--- config.mk ---
export PLATFORM = sky130hd
export DESIGN_NAME = cdc_xfer_arbiter
export DESIGN_NICKNAME = d
export VERILOG_FILES = /design/src/rtl/cdc_xfer_pkg.sv /design/src/rtl/cdc_xfer_rr_arbiter.sv /design/src/rtl/cdc_xfer_arbiter.sv
export SDC_FILE = /design/constraint.sdc
export NUM_CORES = 1
export LEC_CHECK = 0
export CORE_AREA = 2 2 128 130
export DETAILED_ROUTE_END_ITERATION = 16
export DIE_AREA = 0 0 130 132
export GPL_TIMING_DRIVEN = 0
export PLACE_DENSITY = 0.85
export SLEW_MARGIN = 20
export SYNTH_ARGS = -nofsm -noshare
export SYNTH_HDL_FRONTEND = slang
export SYNTH_SLANG_ARGS = --single-unit
--- constraint.sdc ---
create_clock -name clk -period 5.09 [get_ports clk]
set_clock_uncertainty 0.15 [all_clocks]
set_input_delay 0.7635 -clock clk [delete_from_list [all_inputs] [get_ports clk]]
set_output_delay 0.7635 -clock clk [all_outputs]
set_load 0.01 [all_outputs]
--- src/rtl/cdc_xfer_pkg.sv ---
// Shared types and constants for the source side of the toggle-handshake CDC crossing.
package cdc_xfer_pkg;

    typedef enum logic {
        IDLE     = 1'b0,
        WAIT_ACK = 1'b1
    } xfer_state_e;

    localparam int CNT_W                  = 16;
    localparam int DEFAULT_TIMEOUT_CYCLES = 1024;

endpackage

--- src/rtl/cdc_xfer_rr_arbiter.sv ---
// Combinational round-robin pick: first set request at or after ptr, wrapping modulo NUM_CH.
module rr_arbiter
    import cdc_xfer_pkg::*;
#(
    parameter int NUM_CH = 8
) (
    input  logic [NUM_CH-1:0]         req,
    input  logic [$clog2(NUM_CH)-1:0] ptr,
    output logic [NUM_CH-1:0]         grant,
    output logic [$clog2(NUM_CH)-1:0] grant_idx,
    output logic                      any_valid
);

    localparam int CH_W = $clog2(NUM_CH);

    logic [CH_W-1:0] idx;

    always_comb begin
        grant     = '0;
        grant_idx = '0;
        any_valid = 1'b0;
        idx       = '0;
        for (int i = 0; i < NUM_CH; i++) begin
            idx = CH_W'((int'(ptr) + i) % NUM_CH);
            if (!any_valid && req[idx]) begin
                any_valid  = 1'b1;
                grant[idx] = 1'b1;
                grant_idx  = idx;
            end
        end
    end

endmodule

--- src/rtl/cdc_xfer_arbiter.sv ---
// Shares one toggle-handshake CDC crossing among NUM_CH requesters, round-robin.
// Optional ack-wait timeout is compiled in with `define CDC_XFER_TIMEOUT_EN.
module cdc_xfer_arbiter
    import cdc_xfer_pkg::*;
#(
    parameter int NUM_CH         = 8,
    parameter int WIDTH          = 32,
    parameter int TIMEOUT_CYCLES = DEFAULT_TIMEOUT_CYCLES
) (
    input  logic                      clk,
    input  logic                      reset_n,
    input  logic [NUM_CH-1:0]         req_valid,
    input  logic [NUM_CH*WIDTH-1:0]   req_data,
    output logic [NUM_CH-1:0]         req_ready,
    output logic [WIDTH-1:0]          xfer_data,
    output logic [$clog2(NUM_CH)-1:0] xfer_ch,
    output logic                      xfer_req_tgl,
    input  logic                      xfer_ack_tgl,
    output logic                      busy,
    output logic [CNT_W-1:0]          xfer_count,
    output logic                      timeout_err
);

    localparam int CH_W = $clog2(NUM_CH);

    if (NUM_CH < 2 || NUM_CH > 16) begin : g_bad_num_ch
        $error("cdc_xfer_arbiter: NUM_CH must be 2..16");
    end
    if (TIMEOUT_CYCLES < 2 || TIMEOUT_CYCLES > 65536) begin : g_bad_timeout
        $error("cdc_xfer_arbiter: TIMEOUT_CYCLES must be 2..65536");
    end

    xfer_state_e      state_q, state_d;
    logic [CH_W-1:0]  rr_ptr_q, rr_ptr_d;
    logic [CH_W-1:0]  xfer_ch_q, xfer_ch_d;
    logic [WIDTH-1:0] xfer_data_q, xfer_data_d;
    logic             xfer_req_tgl_q, xfer_req_tgl_d;
    logic             ack_meta_q, ack_sync_q;
    logic [CNT_W-1:0] xfer_count_q, xfer_count_d;

    logic [NUM_CH-1:0] grant;
    logic [CH_W-1:0]   grant_idx;
    logic              any_valid;
    logic              ack_seen;
    logic              timeout_hit;
    logic [WIDTH-1:0]  words [NUM_CH];

    for (genvar g = 0; g < NUM_CH; g++) begin : g_words
        assign words[g] = req_data[g*WIDTH +: WIDTH];
    end

    rr_arbiter #(.NUM_CH(NUM_CH)) u_rr_arbiter (
        .req       (req_valid),
        .ptr       (rr_ptr_q),
        .grant     (grant),
        .grant_idx (grant_idx),
        .any_valid (any_valid)
    );

    // Handshake completes when the synchronized ack has caught up with our request toggle.
    assign ack_seen = (ack_sync_q == xfer_req_tgl_q);

`ifdef CDC_XFER_TIMEOUT_EN
    logic [CNT_W-1:0] wait_cnt_q, wait_cnt_d;
    logic             timeout_err_q, timeout_err_d;

    // An ack on the expiry edge takes priority over the timeout.
    assign timeout_hit = (state_q == WAIT_ACK) && !ack_seen &&
                         (wait_cnt_q == CNT_W'(TIMEOUT_CYCLES - 1));

    always_comb begin
        wait_cnt_d    = wait_cnt_q;
        timeout_err_d = timeout_err_q;
        if (state_q == IDLE) begin
            wait_cnt_d = '0;
        end else if (!ack_seen && !timeout_hit) begin
            wait_cnt_d = wait_cnt_q + 1'b1;
        end
        if (timeout_hit) begin
            timeout_err_d = 1'b1;
        end
    end

    always_ff @(posedge clk or negedge reset_n) begin
        if (!reset_n) begin
            wait_cnt_q    <= '0;
            timeout_err_q <= 1'b0;
        end else begin
            wait_cnt_q    <= wait_cnt_d;
            timeout_err_q <= timeout_err_d;
        end
    end

    assign timeout_err = timeout_err_q;
`else
    assign timeout_hit = 1'b0;
    assign timeout_err = 1'b0;
`endif

    always_comb begin
        state_d        = state_q;
        rr_ptr_d       = rr_ptr_q;
        xfer_ch_d      = xfer_ch_q;
        xfer_data_d    = xfer_data_q;
        xfer_req_tgl_d = xfer_req_tgl_q;
        xfer_count_d   = xfer_count_q;
        req_ready      = '0;
        case (state_q)
            IDLE: begin
                if (any_valid) begin
                    req_ready      = grant;
                    xfer_data_d    = words[grant_idx];
                    xfer_ch_d      = grant_idx;
                    xfer_req_tgl_d = ~xfer_req_tgl_q;
                    rr_ptr_d       = (int'(grant_idx) == NUM_CH - 1) ? '0 : grant_idx + 1'b1;
                    state_d        = WAIT_ACK;
                end
            end
            WAIT_ACK: begin
                if (ack_seen) begin
                    xfer_count_d = xfer_count_q + 1'b1;
                    state_d      = IDLE;
                end else if (timeout_hit) begin
                    // Abandon the word: re-align so the destination sees no pending request.
                    xfer_req_tgl_d = ack_sync_q;
                    state_d        = IDLE;
                end
            end
            default: state_d = IDLE;
        endcase
    end

    always_ff @(posedge clk or negedge reset_n) begin
        if (!reset_n) begin
            state_q        <= IDLE;
            rr_ptr_q       <= '0;
            xfer_ch_q      <= '0;
            xfer_data_q    <= '0;
            xfer_req_tgl_q <= 1'b0;
            ack_meta_q     <= 1'b0;
            ack_sync_q     <= 1'b0;
            xfer_count_q   <= '0;
        end else begin
            state_q        <= state_d;
            rr_ptr_q       <= rr_ptr_d;
            xfer_ch_q      <= xfer_ch_d;
            xfer_data_q    <= xfer_data_d;
            xfer_req_tgl_q <= xfer_req_tgl_d;
            ack_meta_q     <= xfer_ack_tgl;
            ack_sync_q     <= ack_meta_q;
            xfer_count_q   <= xfer_count_d;
        end
    end

    assign xfer_data    = xfer_data_q;
    assign xfer_ch      = xfer_ch_q;
    assign xfer_req_tgl = xfer_req_tgl_q;
    assign busy         = (state_q == WAIT_ACK);
    assign xfer_count   = xfer_count_q;

endmodule

## Word level (Yosys, flattened, before mapping)

Cells that the tools add are included.
W data, S select, Z words.

| storage, ports and cells | value |
|---|---|
| register bits | 58 |
| input port bits | 267 |
| logic and storage cells | 139 |

| cells by class | value |
|---|---|
| bitwise operators | 10 |
| eq/ne operators | 3 |
| reduce and logical (&&, ||, !) cells | 25 |
| mux-type cells | 67 |
| $lt $le $gt $ge | 17 |
| add/sub/neg operators | 9 |

Operators with widths:

| operator | count |
|---|---|
| $bmux W32 S3 | 1 |
| $mux W8 | 10 |
| $mux W32 | 2 |
| $or A8 B8 Y8 | 7 |
| $lt A3 B4 Y1 const B | 8 |
| $mux W1 | 28 |
| $mux W3 | 9 |
| $bmux W1 S3 | 8 |
| $demux W1 S3 | 8 |
| $ge A3 B1 Y1 const B | 8 |
| $add A16 B1 Y16 const B | 1 |
| $logic_and A1 B1 Y1 | 15 |
| $add A3 B3 Y3 const B | 4 |
| $logic_not A1 Y1 | 7 |
| $add A3 B1 Y3 const B | 2 |
| $add A3 B2 Y3 const B | 2 |
| $reduce_and A2 Y1 | 3 |
| $ge A4 B4 Y1 const B | 1 |
| $not A3 Y4 | 1 |
| $eq A3 B1 Y1 const B | 1 |
| $ne A2 B2 Y1 const B | 1 |
| $not A1 Y1 | 2 |
| $pmux W1 S2 | 1 |
| $eq A1 B1 Y1 | 1 |

## Logic depth before layout (Yosys ltp)

| depth | value |
|---|---|
| word-level depth | 28 |
| depth in mapped cells | 18 |

## Hierarchy

Synthesis repeated with hierarchy kept, for this count alone.

| second synthesis, totals | value |
|---|---|
| cells, all modules | 618 |
| area, all modules | 5612.9 um2 |

By module, submodules not included:

| module | cells an instance | times used | sequential area each (um2) | area each (um2) |
|---|---|---|---|---|
| cdc_xfer_arbiter | 466 | 1 | 1451.4 | 4399.2 |
| rr_arbiter | 152 | 1 | 0.0 | 1213.7 |

## Worst setup path after synthesis

No wires, ideal clock.

| path | value |
|---|---|
| path kind | flip-flop to output port |
| start | reg rr_ptr_q[0] |
| end | out req_ready[3] |
| path slack | 0.368 ns |
| data arrival time | 3.809 ns |
| stages on the path, launching flop included | 15 |
| path through | dfrtp_1 buf_4 buf_1 inv_1 ha_1 buf_2 mux2_2 or2_2 mux4_2 or3_4 o21ai_0 mux2i_1 mux2i_1 nor2_1 a211oi_1 |

| between the ends | value |
|---|---|
| cells in the longest elaborated chain, start to end | 26 |
| elaborated cells on any way between the ends | 102 |
| those cells by class | add/sub: 7; order compare: 16; mux: 50; bitwise: 7; reduce/logical: 22 |

Ends and longest elaborated chain:

| element | line | RTL |
|---|---|---|
| start, declared | cdc_xfer_arbiter.sv:34 | `logic [CH_W-1:0] rr_ptr_q, rr_ptr_d;` |
| start signal, assigned | cdc_xfer_arbiter.sv:145 | `rr_ptr_q <= rr_ptr_d;` |
| parallel branches: the longest is 24 deep, another holds $lt A3 B4 Y1 | n/a |  |
| $mux W8 (*) | cdc_xfer_arbiter.sv:110 | `if (any_valid) begin` |
| $mux W8 (*) | cdc_xfer_arbiter.sv:108 | `case (state_q)` |
| end, declared | cdc_xfer_arbiter.sv:14 | `output logic [NUM_CH-1:0] req_ready,` |

Mark *: on every way between the ends. The select of a mux whose other input is x is not followed.

## Worst setup path after layout

| path | value |
|---|---|
| start | in req_valid[4] |
| end | out req_ready[3] |

| between the ends | value |
|---|---|
| cells in the longest elaborated chain, start to end | 26 |
| elaborated cells on any way between the ends | 55 |
| those cells by class | mux: 34; bitwise: 7; reduce/logical: 14 |

Ends and longest elaborated chain:

| element | line | RTL |
|---|---|---|
| start, declared | cdc_xfer_arbiter.sv:12 | `input logic [NUM_CH-1:0] req_valid,` |
| $bmux W1 S3 | cdc_xfer_rr_arbiter.sv:25 | `if (!any_valid && req[idx]) begin` |
| $mux W1 (not written as such) | cdc_xfer_rr_arbiter.sv:25 |  |
| $mux W1 | cdc_xfer_rr_arbiter.sv:25 |  |
| $logic_not A1 Y1 | cdc_xfer_rr_arbiter.sv:25 |  |
| $logic_and A1 B1 Y1 | cdc_xfer_rr_arbiter.sv:25 |  |
| $mux W1 | cdc_xfer_rr_arbiter.sv:25 |  |
| $logic_not A1 Y1 | cdc_xfer_rr_arbiter.sv:25 |  |
| $logic_and A1 B1 Y1 | cdc_xfer_rr_arbiter.sv:25 |  |
| (+10 left out) | n/a |  |
| $logic_not A1 Y1 | cdc_xfer_rr_arbiter.sv:25 |  |
| $logic_and A1 B1 Y1 | cdc_xfer_rr_arbiter.sv:25 |  |
| $mux W1 | cdc_xfer_rr_arbiter.sv:25 |  |
| $logic_not A1 Y1 | cdc_xfer_rr_arbiter.sv:25 |  |
| $logic_and A1 B1 Y1 | cdc_xfer_rr_arbiter.sv:25 |  |
| $mux W8 or $mux W1 (tied branches) | cdc_xfer_rr_arbiter.sv:25 |  |
| $mux W8 (*) | cdc_xfer_arbiter.sv:110 |  |
| $mux W8 (*) | cdc_xfer_arbiter.sv:108 |  |

Mark *: on every way between the ends. The rest lies on a longest branch, timed or not. The select of a mux whose other input is x is not followed.

==> results.yml <==
logic_synthesis:
  ys_types: 63
  synth_fp_nets: 843
  seq_area_frac_synth_pct: 25.34
  ys_ff_latch: 58
  synth_top_cell_by_area: "dfrtp_1"
  synth_edf_count: 0
  syn_area_per_cell_um2: 10.10
  synth_top_flop_cell: "dfrtp_1"
  synth_area_mm2: 0.005727
  synth_common_cells: "145 x mux2i_1, 58 x dfrtp_1, 36 x nor2_1"
  synth_most_common_cell: "mux2i_1"
  yosysWarnings: 0
  ys_top_cells_by_area: "dfrtp_1 25%, mux2i_1 25%, mux2_2 5.1%"
  synth_top_area_share_pct: 25.34
  synth_cells: 567
  async_flop_share_pct: 100.0
critical_path:
  cp_data_arrival_time_ns: 4.06
  timing.rr.start: "rr_ptr_q[0]$_DFFE_PN0P_"
  rr_endpoint: "rr_ptr_q[0]$_DFFE_PN0P_"
  required_ns: 4.18
  rr_worst_depth: 18
  r2r_slack_ns: 0.41
  startpoint_type: "input port"
  slowest_delay_ns: 0.59
  path_class: "in2out"
  worstPathCellList: "clkdlybuf4s50_1, mux2_1, mux4_2, nand2b_4, nor4_2, buf_4, nand2_1, nand2_2, clkbuf_4, buf_2, a211oi_1, dlygate4sd2_1"
  crit_family: "buffers and inverters"
  worst-path-max-fanout: 10
  end_kind: "output pin"
  cpMaxStageDelayCell: "mux4_2"
  path_buf_inv: 5
global_route:
  grt_pass1_wl_um: 34960
  grt.total_usage_pct: 26.74
  grt_pass1_vias: 6262
  grt_max_degree: 49
  grt-ovfl-total: 0
  antenna_found_initial: 1
finish:
  drive_above_1_share_pct: 14.32
  area.growth.synth_to_final_pct: 70.88
  fin_nets: 1193
die:
  die_y_um: 132
  core-area_mm2: 0.01571
  die_area_mm2: 0.01716
  die_w_um: 130
  rows: 46
  io_pins: 329
  initial_core_util_pct: 36.45
clock_tree:
  cts_hold_buf: 0
  clk_latency_ns: 0.32
  cts-buffers-inserted: 9
  ctsHtreeMaxLevel: 3
  cts.clk_slew.worst_paths_ns: 0.06
  cts_buffer_depth: 2
  cts_root_buffer: "clkbuf_16"
  cts_sinks: 58
  cts_tree: "done"
sta:
  hold_ws_ns: 0.1261
  setup_viol: 0
  rsz0062_at_grt: "no"
  fin_crit_ns: 4.971
  tightestPinTransition_ns: 0.8931
  hold_viol: 0
  fin_setup_tns_ns: 0
  slew_violations: 0
  slew_headroom_pct: 40.01
  fmax_ghz: 0.2012
  post-route-period-util_pct: 97.66
power_and_ir_drop:
  vdd_ir_drop_max_mv: 0.4558
  leakage_nw: 4.123
  pwr_density_cell_mw_per_mm2: 822.7
placement:
  port_buffers: 327
  place_congestion: 0.9144
  hpwlAfterDp_um: 19180
detailed_routing:
  via_per_inst: 5.476
  drtPass1Iterations: 5
  wire_per_inst_um: 20.87
  drt_iter0_markers: 322
  final_antenna_net_count: 0
  drc_errors: 0
  vias: 6237
  totalWireLength_um: 23770
hold_path:
  hold_class: "in2async"
status:
  status: "complete, no violations"
flow_run:
  cap_violations: 0
==> stage by stage <==
| stage | total power [mW] | worst slack (ns) | util [%] | cell area, um^2 | cells |
|---|---|---|---|---|---|
| floorplan | 5.252 | 0.3676 | - | 5727 | 567 |
| global placement | 7.077 | -1.095 | 59.00 | 9270 | 1110 |
| detailed placement | 7.190 | -1.028 | 59.16 | 9295 | 1111 |
| CTS | 7.976 | 0.002506 | 61.86 | 9721 | 1134 |
| global route | 8.506 | 0.008896 | 62.28 | 9786 | 1139 |
| finish | 8.051 | 0.1194 | 62.28 | 9786 | 1139 |
==> cell families after synthesis <==
group                    after synthesis  synth area share (%)
multiplexers                         186                 36.03
other                                  1               0.06548
AO/OA/AOI/OAI                        122                 18.20
XOR/XNOR                              19                 2.906
buffers and inverters                 51                 4.872
adder cells (fa/ha/maj)                9                 1.966
flip-flops                            58                 25.34
AND/OR/NAND/NOR                      121                 10.62
==> how the worst max path moves through the flow <==
stage          depth (start not counted)               startpoint           end
6_report                              12             req_valid[4]  req_ready[3]
5_1_grt                               12             req_valid[4]  req_ready[3]
4_1_cts                               16  rr_ptr_q[0]$_DFFE_PN0P_  req_ready[7]
3_5_place_dp                          15  rr_ptr_q[0]$_DFFE_PN0P_  req_ready[4]
3_3_place_gp                          15  rr_ptr_q[0]$_DFFE_PN0P_  req_ready[3]
2_1_floorplan                         14  rr_ptr_q[0]$_DFFE_PN0P_  req_ready[3]
==> state kept, by name (all words and copies together) (netlist names) <==
name,flops
xfer_ch,3
busy,1
ack_sync_q,1
xfer_data,32
ack_meta_q,1
rr_ptr_q,3
xfer_count,16
xfer_req_tgl,1
==> where the power goes <==
part	switching, mW	leakage, nW	internal [mW]
clock	0.212	0.167	0.493
combinational	3.48	3.24	3.06
sequential	0.129	0.715	0.678
total	3.82	4.12	4.23
==> layout make-up <==
type,count,area [um^2]
well taps,216,270.3
inverters,9,33.78
multi-input cells,458,4048
repair buffers,339,3359
clock inverters,4,98.84
clock buffers,12,246.5
flip-flops and latches,58,1454
diodes,1,2.502
plain buffers,42,272.8
fillers,1337,5927
==> layout by cell type (no fill, tap or decap), types with 5 or more instances in the layout <==
cell type,count
clkbuf_16,9
o21ai_0,10
nor2_1,36
nand2b_1,5
mux2i_1,144
a21oi_1,12
o221a_1,8
mux2_2,26
and3_1,6
a2bb2oi_1,7
a221o_1,16
clkdlybuf4s50_1,318
inv_1,8
buf_4,23
buf_2,12
o22ai_1,15
mux4_2,13
o31a_1,7
dlygate4sd2_1,5
a32oi_1,7
buf_6,6
clkbuf_1,12
a221oi_1,6
xnor2_1,15
o22ai_2,10
ha_1,8
nand3_1,11
nand2_1,33
dfrtp_1,56
==> routing by layer <==
layer,vias up,wire length (um),track usage (%)
met2,345,11970,47.32
met4,0,700,8.483
li1,2907,-,-
met5,-,0,0
met1,2947,9326,32.71
met3,38,1780,4.545
==> repair_timing <==
item                       in CTS  in global routing
gates resized for setup        27                 13
hold endpoints to repair        0                  0
pin swaps                       1                  0
gates cloned                    0                  1
setup buffers                   7                  3
setup endpoints to repair      41                  8
(Power assumes the default switching activity.)
